$ cat src/rtl/instr_encoder_pkg.sv
// instr_encoder_pkg: MIPS field types, opcode/funct sets and encoder FIFO entry.
package instr_encoder_pkg;
  localparam int SHAM_W = 5;
  localparam int IMM_W = 16;
  localparam int ADDR_W = 26;
  typedef logic [4:0] regbits_t;
  typedef logic [31:0] word_t;
  typedef enum logic [5:0] {
    RTYPE = 6'h00, J = 6'h02, JAL = 6'h03, BEQ = 6'h04, BNE = 6'h05,
    ADDI = 6'h08, ADDIU = 6'h09, SLTI = 6'h0A, SLTIU = 6'h0B, ANDI = 6'h0C,
    ORI = 6'h0D, XORI = 6'h0E, LUI = 6'h0F, LW = 6'h23, SW = 6'h2B, HALT = 6'h3F
  } opcode_t;
  typedef enum logic [5:0] {
    SLL = 6'h00, SRL = 6'h02, SRA = 6'h03, JR = 6'h08, ADD = 6'h20, ADDU = 6'h21,
    SUB = 6'h22, SUBU = 6'h23, AND = 6'h24, OR = 6'h25, XOR = 6'h26, NOR = 6'h27,
    SLT = 6'h2A, SLTU = 6'h2B
  } funct_t;
  typedef enum logic [1:0] {FMT_R, FMT_I, FMT_J} instr_fmt_t;
  typedef struct packed {
    word_t instr;
    logic  illegal;
  } enc_entry_t;
  function automatic logic op_defined(logic [5:0] o);
    return o inside {RTYPE, J, JAL, BEQ, BNE, ADDI, ADDIU, SLTI, SLTIU, ANDI, ORI, XORI, LUI, LW, SW, HALT};
  endfunction
  function automatic logic funct_defined(logic [5:0] f);
    return f inside {SLL, SRL, SRA, JR, ADD, ADDU, SUB, SUBU, AND, OR, XOR, NOR, SLT, SLTU};
  endfunction
endpackage

$ cat src/rtl/instr_encoder_if.sv
// encoder_if: decoded-field input stream and encoded-word output stream.
interface encoder_if #(parameter int CNT_W = 16);
  import instr_encoder_pkg::*;
  logic                in_valid;
  logic                in_ready;
  logic [5:0]          op_code;
  logic [5:0]          funct_code;
  regbits_t            rs;
  regbits_t            rt;
  regbits_t            rd;
  logic [SHAM_W-1:0]   shamt;
  logic [IMM_W-1:0]    imm_16;
  logic [ADDR_W-1:0]   imm_26;
  logic                out_valid;
  logic                out_ready;
  word_t               instruction;
  logic                out_illegal;
  logic                err_sticky;
  logic [CNT_W-1:0]    word_cnt;
  modport enc (
    input  in_valid, op_code, funct_code, rs, rt, rd, shamt, imm_16, imm_26, out_ready,
    output in_ready, out_valid, instruction, out_illegal, err_sticky, word_cnt
  );
  modport tb (
    output in_valid, op_code, funct_code, rs, rt, rd, shamt, imm_16, imm_26, out_ready,
    input  in_ready, out_valid, instruction, out_illegal, err_sticky, word_cnt
  );
endinterface

$ cat src/rtl/instr_encoder_fifo.sv
// enc_fifo: DEPTH-entry FIFO of encoded words with count-based full/empty.
module enc_fifo import instr_encoder_pkg::*; #(
  parameter int DEPTH = 2
) (
  input  logic       clk_i,
  input  logic       rst_i,
  input  logic       push_i,
  input  logic       pop_i,
  input  enc_entry_t din_i,
  output enc_entry_t dout_o,
  output logic       full_o,
  output logic       empty_o
);
  localparam int AW = $clog2(DEPTH);
  enc_entry_t mem_q [DEPTH];
  logic [AW-1:0] wp_q, wp_d, rp_q, rp_d;
  logic [AW:0] cnt_q, cnt_d;
  always_comb begin
    wp_d = wp_q + AW'(push_i);
    rp_d = rp_q + AW'(pop_i);
    cnt_d = cnt_q + (AW+1)'(push_i) - (AW+1)'(pop_i);
  end
  always_ff @(posedge clk_i) if (push_i) mem_q[wp_q] <= din_i;
  always_ff @(posedge clk_i or posedge rst_i) begin
    if (rst_i) begin
      wp_q <= '0;
      rp_q <= '0;
      cnt_q <= '0;
    end else begin
      wp_q <= wp_d;
      rp_q <= rp_d;
      cnt_q <= cnt_d;
    end
  end
  assign dout_o = mem_q[rp_q];
  assign full_o = cnt_q == (AW+1)'(DEPTH);
  assign empty_o = cnt_q == '0;
endmodule

$ cat src/rtl/instr_encoder.sv
// instr_encoder: packs decoded MIPS fields into a 32-bit word, buffers it, flags illegal combos.
module instr_encoder import instr_encoder_pkg::*; #(
  parameter int DEPTH = 2,
  parameter int CNT_W = 16
) (
  input logic CLK,
  input logic RST,
  encoder_if.enc bus
);
  instr_fmt_t fmt;
  logic is_halt, is_jr, illegal, push, pop, full, empty, err_q, err_d;
  regbits_t rs_f, rt_f, rd_f;
  logic [SHAM_W-1:0] sh_f;
  logic [IMM_W-1:0] imm_f;
  enc_entry_t entry, head;
  logic [CNT_W-1:0] cnt_q, cnt_d;
  always_comb begin
    is_halt = bus.op_code == HALT;
    is_jr = bus.op_code == RTYPE && bus.funct_code == JR;
    fmt = bus.op_code == RTYPE ? FMT_R : (bus.op_code == J || bus.op_code == JAL) ? FMT_J : FMT_I;
    rs_f = (bus.op_code == LUI || is_halt) ? '0 : bus.rs;
    rt_f = (is_jr || is_halt) ? '0 : bus.rt;
    rd_f = is_jr ? '0 : bus.rd;
    sh_f = is_jr ? '0 : bus.shamt;
    imm_f = is_halt ? '0 : bus.imm_16;
    entry.instr = fmt == FMT_R ? {bus.op_code, rs_f, rt_f, rd_f, sh_f, bus.funct_code} :
                  fmt == FMT_J ? {bus.op_code, bus.imm_26} : {bus.op_code, rs_f, rt_f, imm_f};
    illegal = !op_defined(bus.op_code) || (bus.op_code == RTYPE && !funct_defined(bus.funct_code));
    entry.illegal = illegal;
    push = bus.in_valid && !full;
    pop = !empty && bus.out_ready;
    err_d = err_q || (push && illegal);
    cnt_d = cnt_q + CNT_W'(pop);
  end
  always_ff @(posedge CLK or posedge RST) begin
    if (RST) begin
      err_q <= 1'b0;
      cnt_q <= '0;
    end else begin
      err_q <= err_d;
      cnt_q <= cnt_d;
    end
  end
  enc_fifo #(.DEPTH(DEPTH)) u_fifo (
    .clk_i(CLK),
    .rst_i(RST),
    .push_i(push),
    .pop_i(pop),
    .din_i(entry),
    .dout_o(head),
    .full_o(full),
    .empty_o(empty)
  );
  // Outputs read as zero while empty so stale storage never leaks out.
  assign bus.in_ready = !full;
  assign bus.out_valid = !empty;
  assign bus.instruction = empty ? '0 : head.instr;
  assign bus.out_illegal = !empty && head.illegal;
  assign bus.err_sticky = err_q;
  assign bus.word_cnt = cnt_q;
endmodule

$ cat src/flat_wrapper.sv
// flat-port wrapper written by rule: the top's interface ports become plain ports
module instr_encoder_flat import instr_encoder_pkg::*;
#(
  parameter int DEPTH = 2,
  parameter int CNT_W = 16
)
  (CLK, RST, bus_in_valid, bus_op_code, bus_funct_code, bus_rs, bus_rt, bus_rd, bus_shamt, bus_imm_16, bus_imm_26, bus_out_ready, bus_in_ready, bus_out_valid, bus_instruction, bus_out_illegal, bus_err_sticky, bus_word_cnt);
  encoder_if #(.CNT_W(CNT_W)) bus_i ();
  input logic CLK;
  input logic RST;
  input wire logic [$bits(bus_i.in_valid)-1:0] bus_in_valid;
  input wire logic [$bits(bus_i.op_code)-1:0] bus_op_code;
  input wire logic [$bits(bus_i.funct_code)-1:0] bus_funct_code;
  input wire logic [$bits(bus_i.rs)-1:0] bus_rs;
  input wire logic [$bits(bus_i.rt)-1:0] bus_rt;
  input wire logic [$bits(bus_i.rd)-1:0] bus_rd;
  input wire logic [$bits(bus_i.shamt)-1:0] bus_shamt;
  input wire logic [$bits(bus_i.imm_16)-1:0] bus_imm_16;
  input wire logic [$bits(bus_i.imm_26)-1:0] bus_imm_26;
  input wire logic [$bits(bus_i.out_ready)-1:0] bus_out_ready;
  output wire logic [$bits(bus_i.in_ready)-1:0] bus_in_ready;
  output wire logic [$bits(bus_i.out_valid)-1:0] bus_out_valid;
  output wire logic [$bits(bus_i.instruction)-1:0] bus_instruction;
  output wire logic [$bits(bus_i.out_illegal)-1:0] bus_out_illegal;
  output wire logic [$bits(bus_i.err_sticky)-1:0] bus_err_sticky;
  output wire logic [$bits(bus_i.word_cnt)-1:0] bus_word_cnt;
  assign bus_i.in_valid = bus_in_valid;
  assign bus_i.op_code = bus_op_code;
  assign bus_i.funct_code = bus_funct_code;
  assign bus_i.rs = bus_rs;
  assign bus_i.rt = bus_rt;
  assign bus_i.rd = bus_rd;
  assign bus_i.shamt = bus_shamt;
  assign bus_i.imm_16 = bus_imm_16;
  assign bus_i.imm_26 = bus_imm_26;
  assign bus_i.out_ready = bus_out_ready;
  assign bus_in_ready = bus_i.in_ready;
  assign bus_out_valid = bus_i.out_valid;
  assign bus_instruction = bus_i.instruction;
  assign bus_out_illegal = bus_i.out_illegal;
  assign bus_err_sticky = bus_i.err_sticky;
  assign bus_word_cnt = bus_i.word_cnt;
  instr_encoder #(.DEPTH(DEPTH), .CNT_W(CNT_W)) u_core (.CLK(CLK), .RST(RST), .bus(bus_i));
endmodule
$ cat config.mk
export PLATFORM = sky130hd
export DESIGN_NAME = instr_encoder_flat
export DESIGN_NICKNAME = d
export VERILOG_FILES = /design/src/rtl/instr_encoder_pkg.sv /design/src/rtl/instr_encoder_if.sv /design/src/rtl/instr_encoder_fifo.sv /design/src/rtl/instr_encoder.sv /design/src/flat_wrapper.sv
export SDC_FILE = /design/constraint.sdc
export NUM_CORES = 1
export LEC_CHECK = 0
export CORE_ASPECT_RATIO = 0.6
export CORE_MARGIN = 4
export CORE_UTILIZATION = 42
export DETAILED_ROUTE_END_ITERATION = 10
export PLACE_DENSITY_LB_ADDON = 0.2
export SLEW_MARGIN = 20
export SYNTH_ARGS = -nofsm -noshare
export SYNTH_HDL_FRONTEND = slang
export SYNTH_SLANG_ARGS = --single-unit
$ cat constraint.sdc
create_clock -name CLK -period 1.8 [get_ports CLK]
set_input_delay 0.54 -clock CLK [delete_from_list [all_inputs] [get_ports CLK]]
set_output_delay 0.54 -clock CLK [all_outputs]
set_load 0.03 [all_outputs]
== Word-level counts from Yosys, hierarchy flattened ==
Memory sizes are Yosys's and may differ from the RTL's.
Cells that the tools add are included.

* Word-level logic and storage cells: 74
* Output and inout bits: 52
* Memories kept: 1
* RAM bits: 66
* Input bits: 78
* Flip-flop bits (word level): 21

{| class="wikitable"
|+ Memories
! name !! words !! width !! rd ports !! clocked after Yosys merged registers in !! write ports !! line !! text
|-
| u_core.u_fifo.mem_q || 2 || 33 || 1 || 0 || 1 || instr_encoder_fifo.sv:15 || <nowiki>enc_entry_t mem_q [DEPTH];</nowiki>
|}

* Equality and inequality tests: 30
* Mux-type cells: 12
* Add/sub/neg operators: 5
* Reduce and logical (&&, ||, !) cells: 21

{| class="wikitable"
|+ Operators with widths
! cell !! number
|-
| == test 6 bit, second input constant || 13
|-
| == test 6 x 4 -> 1 bit, second input constant || 9
|-
| 2-to-1 mux 26 bit || 2
|-
| 2-to-1 mux 32 bit || 1
|-
| == test 6 x 2 -> 1 bit, second input constant || 4
|-
| 2-to-1 mux 5 bit || 4
|-
| adder 16 x 1 -> 16 bit || 1
|-
| 2-to-1 mux 16 bit || 1
|-
| nonzero test 16 bit || 1
|-
| nonzero test 14 bit || 1
|-
| == test 6 x 3 -> 1 bit, second input constant || 2
|-
| zero test 6 bit || 2
|-
| logical AND 1 bit || 6
|-
| logical OR 1 bit || 5
|-
| == test 2 bit, second input constant || 2
|-
| zero test 1 bit || 4
|-
| zero test 2 bit || 2
|-
| 2-to-1 mux 2 bit || 2
|-
| adder 1 bit || 2
|-
| adder 2 x 1 -> 2 bit || 1
|-
| 2-to-1 mux 1 bit || 2
|-
| subtractor 2 x 1 -> 2 bit || 1
|}

== Longest topological paths before layout ==
* Depth in word-level cells: 7
* Depth in mapped cells: 9
* Gate-level depth less buffers: 8

== Cells and area by module ==
Synthesis repeated with hierarchy kept, for this count alone.

* Cells, all modules: 315
* Area total of the unflattened synthesis: 4361.7 sq um

{| class="wikitable"
|+ Modules (own cells, without submodules)
! module !! seq. area each (sq um) !! area each (sq um) !! times used !! cells an instance
|-
| enc_fifo || 2082.0 || 2745.1 || 1 || 120
|-
| instr_encoder || 425.4 || 1616.6 || 1 || 195
|}

== Worst setup path before layout ==
No wires, ideal clock.

* Kind: reg-to-reg
* Start point: register u_core.u_fifo.cnt_q[1]
* End point: memory u_core.u_fifo.mem_q[1][0] (netlist name) (enable)
* Path buffers: 0
* Setup time: 0.393 ns
* Slack: -0.322 ns
* Arrival: 1.729 ns
* Required time: 1.407 ns
* Clock period less this slack: 2.122 ns
* Stages on the path, launching flop included: 5
* Path through: dfrtp_1 > nand2b_1 > nand2_1 > inv_1 > ha_1

* Word-level cells in the longest chain between the ends: 5

{| class="wikitable"
|+ RTL lines
! what !! line !! text
|-
| start, declared || instr_encoder_fifo.sv:17 || <nowiki>logic [AW:0] cnt_q, cnt_d;</nowiki>
|-
| start signal, assigned || instr_encoder_fifo.sv:32 || <nowiki>cnt_q <= cnt_d;</nowiki>
|-
| == test 2 bit || instr_encoder_fifo.sv:36 || <nowiki>assign full_o = cnt_q == (AW+1)'(DEPTH);</nowiki>
|-
| zero test 1 bit || -- ||
|-
| named net bus_in_ready || flat_wrapper.sv:21 || <nowiki>output wire logic [$bits(bus_i.in_ready)-1:0] bus_in_ready;</nowiki>
|-
| logical AND 1 bit || instr_encoder.sv:30 || <nowiki>push = bus.in_valid && !full;</nowiki>
|-
| 2-to-1 mux 1 bit || instr_encoder_fifo.sv:23 || <nowiki>always_ff @(posedge clk_i) if (push_i) mem_q[wp_q] <= din_i;</nowiki>
|-
| 2-to-1 mux 1 bit (implied by the code) || instr_encoder_fifo.sv:23 ||
|-
| end, declared || instr_encoder_fifo.sv:15 ||
|}

The timed path passes the listed nets, and every way through them passes these cells.

== Worst setup path after layout ==
* Start point: register u_core.u_fifo.rp_q
* End point: output bus_instruction[3]

* Word-level cells in the longest chain between the ends: 2

{| class="wikitable"
|+ RTL lines
! what !! line !! text
|-
| start, declared || instr_encoder_fifo.sv:16 || <nowiki>logic [AW-1:0] wp_q, wp_d, rp_q, rp_d;</nowiki>
|-
| start signal, assigned || instr_encoder_fifo.sv:31 || <nowiki>rp_q <= rp_d;</nowiki>
|-
| memory read (2 x 33 bit) || -- ||
|-
| 2-to-1 mux 32 bit || instr_encoder.sv:57 || <nowiki>assign bus.instruction = empty ? '0 : head.instr;</nowiki>
|-
| end, declared || flat_wrapper.sv:23 || <nowiki>output wire logic [$bits(bus_i.instruction)-1:0] bus_instruction;</nowiki>
|}

Every way passes these cells.

==> summary.txt <==
Yosys
  • Compound-cell area share of the yosys netlist: 0.0749
  • Synth Area in XOR/XNOR: 0.0397
  • Yosys warnings: 0
  • Top_reg_cell synth: edfxtp_1
  • Post-synthesis register bit count: 87
  • Number of synthesized flops with an enable pin: between 60 and 70
  • Avg Cell Area, Syn: around 13 um2
  • Multiplexer share of the synthesized area: 0.0856
  • Synth Area in Adders: 0.0189
  • Syn_nets: a little under 400
  • Largest family of logic cells by synthesized area: simple AND/OR/NAND/NOR gates
  • Yosys cell types: 38
  • Mapped Cells: 306
  • Proportion of synthesized chip area in sequential cells: 0.631
  • Mapped cell area: between 3000 and 4000 um2
  • Asr flop ratio synth: 0.241
  • Post-Synth Simple-Gate Area: 0.112

Floorplan
  • Ports: 130
  • Rows: 27
  • Die H: around 83 um
  • Initial Util: 0.433
  • Die area: 11100 um2
  • Die width: about 130 um
  • CORE AREA: approximately 9200 um2

Drt
  • Final ANT Viol Nets: 0
  • Vias: ~3200
  • DRC viols: 0
  • Initial DRT Pass Iterations: 7
  • Post-Route WL: 11.5 mm
  • DR vias/cell: between 5 and 6
  • Drt wl/cell: around 19 um
  • Initial DRC count: 273

Global route
  • Initial antenna violation count: 0
  • Congestion Overflow GR: 0
  • Vias in the first global route: ~3300
  • Gr busiest metal: met2
  • First-pass GRT wire length: around 18 mm
  • Met3 Use GR: 0.0599
  • Met2 Use GR: 0.334
  • Pin count of the biggest net entering global routing: 22
  • GRT met1 Usage: 0.275
  • GRT Util Overall: 0.205

Clock tree
  • Clk_lat worst skew: between 0.3 and 0.4 ns
  • Clk buf depth: 2
  • TritonCTS clock tree: yes
  • CTS buffer count: 9
  • Reg clk slew, reported paths: 0.06 ns
  • CTS HTree Levels: 3
  • Clock root buffer: clkbuf_16
  • CTS sink count: 87

Min path
  • Worst Hold End: u_core.bus.word_cnt[15]
  • WHS Path Cells: 1
  • Class of the worst hold path: reg -> reg
  • Hold_sp: u_core.bus.word_cnt[15]

Worst setup path
  • Crit end category: primary output
  • CP dominant cell by count: buf_12
  • Sum of buffers and inverters on the critical path: 2
  • Worst Path Required: ~1.3 ns
  • WP data arrival: 1.46 ns
  • Worst-path cell chain: buf_12, mux2i_2, nor2_2, buf_12
  • CP Depth: 4
  • Reg2Reg Depth: 8
  • FF-to-FF setup slack: about 0.05 ns
  • Worst reg2reg path startpoint: u_core.u_fifo.cnt_q[1]
  • CP max-delay cell: dfrtp_2
  • Crit start category: flip-flop
  • Kind of critical path: reg -> out
  • CP top delay family: flip-flops
  • Crit-path max cell delay: 0.46 ns
  • Reg-to-reg endpoint: u_core.bus.word_cnt[9]
  • Critical path fanouts, max: 11

Placed design
  • DP HPWL: roughly 7.7 mm
  • Routability cong.: 0.822
  • Number of port buffers: about 130

Layout
  • Final nets: between 500 and 600
  • ANT cells: 0
  • Share of post-route cells with drive strength above 1: 0.380
  • Finished Core Util: 0.714
  • Most frequent cells in the layout: clkdlybuf4s50_1 (67), edfxtp_1 (66), buf_6 (37), buf_4 (35), nor2_2 (30)
  • Most common cell after layout, fill and taps aside: clkdlybuf4s50_1
  • Area growth, synth to finish: 65.0%

Status
  • Failing checks: setup timing
  • Status: finished with violations

Timing
  • Final setup viols: 75
  • Final Hold Vio Count: 0
  • Max-slew headroom: 0.709
  • Minimum clock period: 2.00 ns
  • FMAX: roughly 0.50 GHz
  • Fin crit share: 1.11
  • Worst Skew: approximately 0.0042 ns
  • Setup_tns: -9.18 ns
  • PnR worst setup slack: -0.199 ns
  • Max Slew Vio Count: 0
  • RSZ-0062 raised after global routing: yes
  • Worst Tran Pin Value: 0.436 ns

Power and ir drop
  • Leak: ~2.7 nW
  • Power, Total: between 9 and 10 mW
  • VDD IR max: 0.676 mV
  • Pwr Density: 1480 nW/um2

Job
  • Maxcap violations: 0
[Yosys cell counts, types with 2 or more instances]
library cell | n | area share
and2_1 | 3 | 0.0047
o21ai_0 | 6 | 0.0076
and3_1 | 2 | 0.0031
a31oi_1 | 2 | 0.0031
dfrtp_1 | 21 | 0.13
nand4_1 | 2 | 0.0031
ha_1 | 6 | 0.019
mux2i_1 | 34 | 0.086
nand3_1 | 8 | 0.010
xor2_1 | 5 | 0.011
o21ai_2 | 2 | 0.0044
inv_1 | 21 | 0.020
nor3_1 | 2 | 0.0025
xnor2_1 | 13 | 0.029
and4_1 | 5 | 0.011
a22o_1 | 5 | 0.011
edfxtp_1 | 66 | 0.50
clkbuf_1 | 8 | 0.0076
buf_6 | 2 | 0.0057
nor2_1 | 37 | 0.035
nand2b_1 | 3 | 0.0047
buf_2 | 4 | 0.0050
nand2_1 | 20 | 0.019
a222oi_1 | 14 | 0.035
o22ai_1 | 2 | 0.0031
[repair_timing]
action	4_1_cts	5_1_grt
endpoints found under the hold margin	0	0
hold buffers	0	0
pin swaps	11	13
cloned	2	0
setup buffers	3	5
endpoints found under the setup margin	112	90
resized for setup	103	38
[cells by family after synthesis]
family / count (synthesis)
AOI/OAI and AO/OA: 36
xor gates and xnor gates: 18
adders and majority gates: 6
buffers and inverters: 35
DFF: 87
muxes: 34
and+or+nand+nor: 90
[power breakdown]
part	switching, mW	internal [mW]	total, mW
registers	0.257	2.71	2.96
logic	2.75	2.32	5.07
clock network	0.721	0.932	1.65
total	3.72	5.96	9.69
[registers in the layout (all words and copies together) (netlist names)]
register and flops:
u_core.bus.err_sticky 1, u_core.bus.word_cnt 16, u_core.u_fifo.cnt_q 2, u_core.u_fifo.mem_q 66, u_core.u_fifo.rp_q 1, u_core.u_fifo.wp_q 1
[stage by stage]
| stage | area (um2) | setup slack (ns) | hold slack, ns | instances |
|---|---|---|---|---|
| 2_1_floorplan | 4070 | -0.322 | 0.468 | 306 |
| 3_3_place_gp | 5800 | -0.786 | 0.455 | 592 |
| 3_5_place_dp | 5800 | -0.846 | 0.476 | 592 |
| 4_1_cts | 6350 | -0.221 | 0.481 | 613 |
| 5_1_grt | 6560 | -0.262 | 0.512 | 617 |
| 6_report | 6560 | -0.199 | 0.474 | 617 |
[per-layer routing]
layer	vias up	wire length, um
met3	8	803
met1	1579	5080
met5	-	0
met4	0	93
li1	1489	-
met2	116	5560
[worst max-delay path by stage]
stage / startpoint / to / slack, ns
finish: u_core.u_fifo.rp_q / bus_instruction[3] / -0.20
global route: u_core.u_fifo.rp_q / bus_instruction[3] / -0.26
CTS: u_core.u_fifo.rp_q / bus_instruction[24] / -0.22
detailed placement: bus_op_code[4] / u_core.u_fifo.mem_q[0][14] / -0.85
global placement: bus_op_code[4] / u_core.u_fifo.mem_q[0][12] / -0.79
floorplan: u_core.u_fifo.cnt_q[1] / u_core.u_fifo.mem_q[1][0] / -0.32
[cell type report]
class	instances	area [um2]
well taps	130	163
fillers	621	2630
clock buffers	12	236
multi-input cells	185	1710
inverters	21	78.8
clock inverters	4	23.8
flip-flops and latches	87	2510
repair buffers	178	1840
No activity file was read; power rests on OpenSTA's default activity.
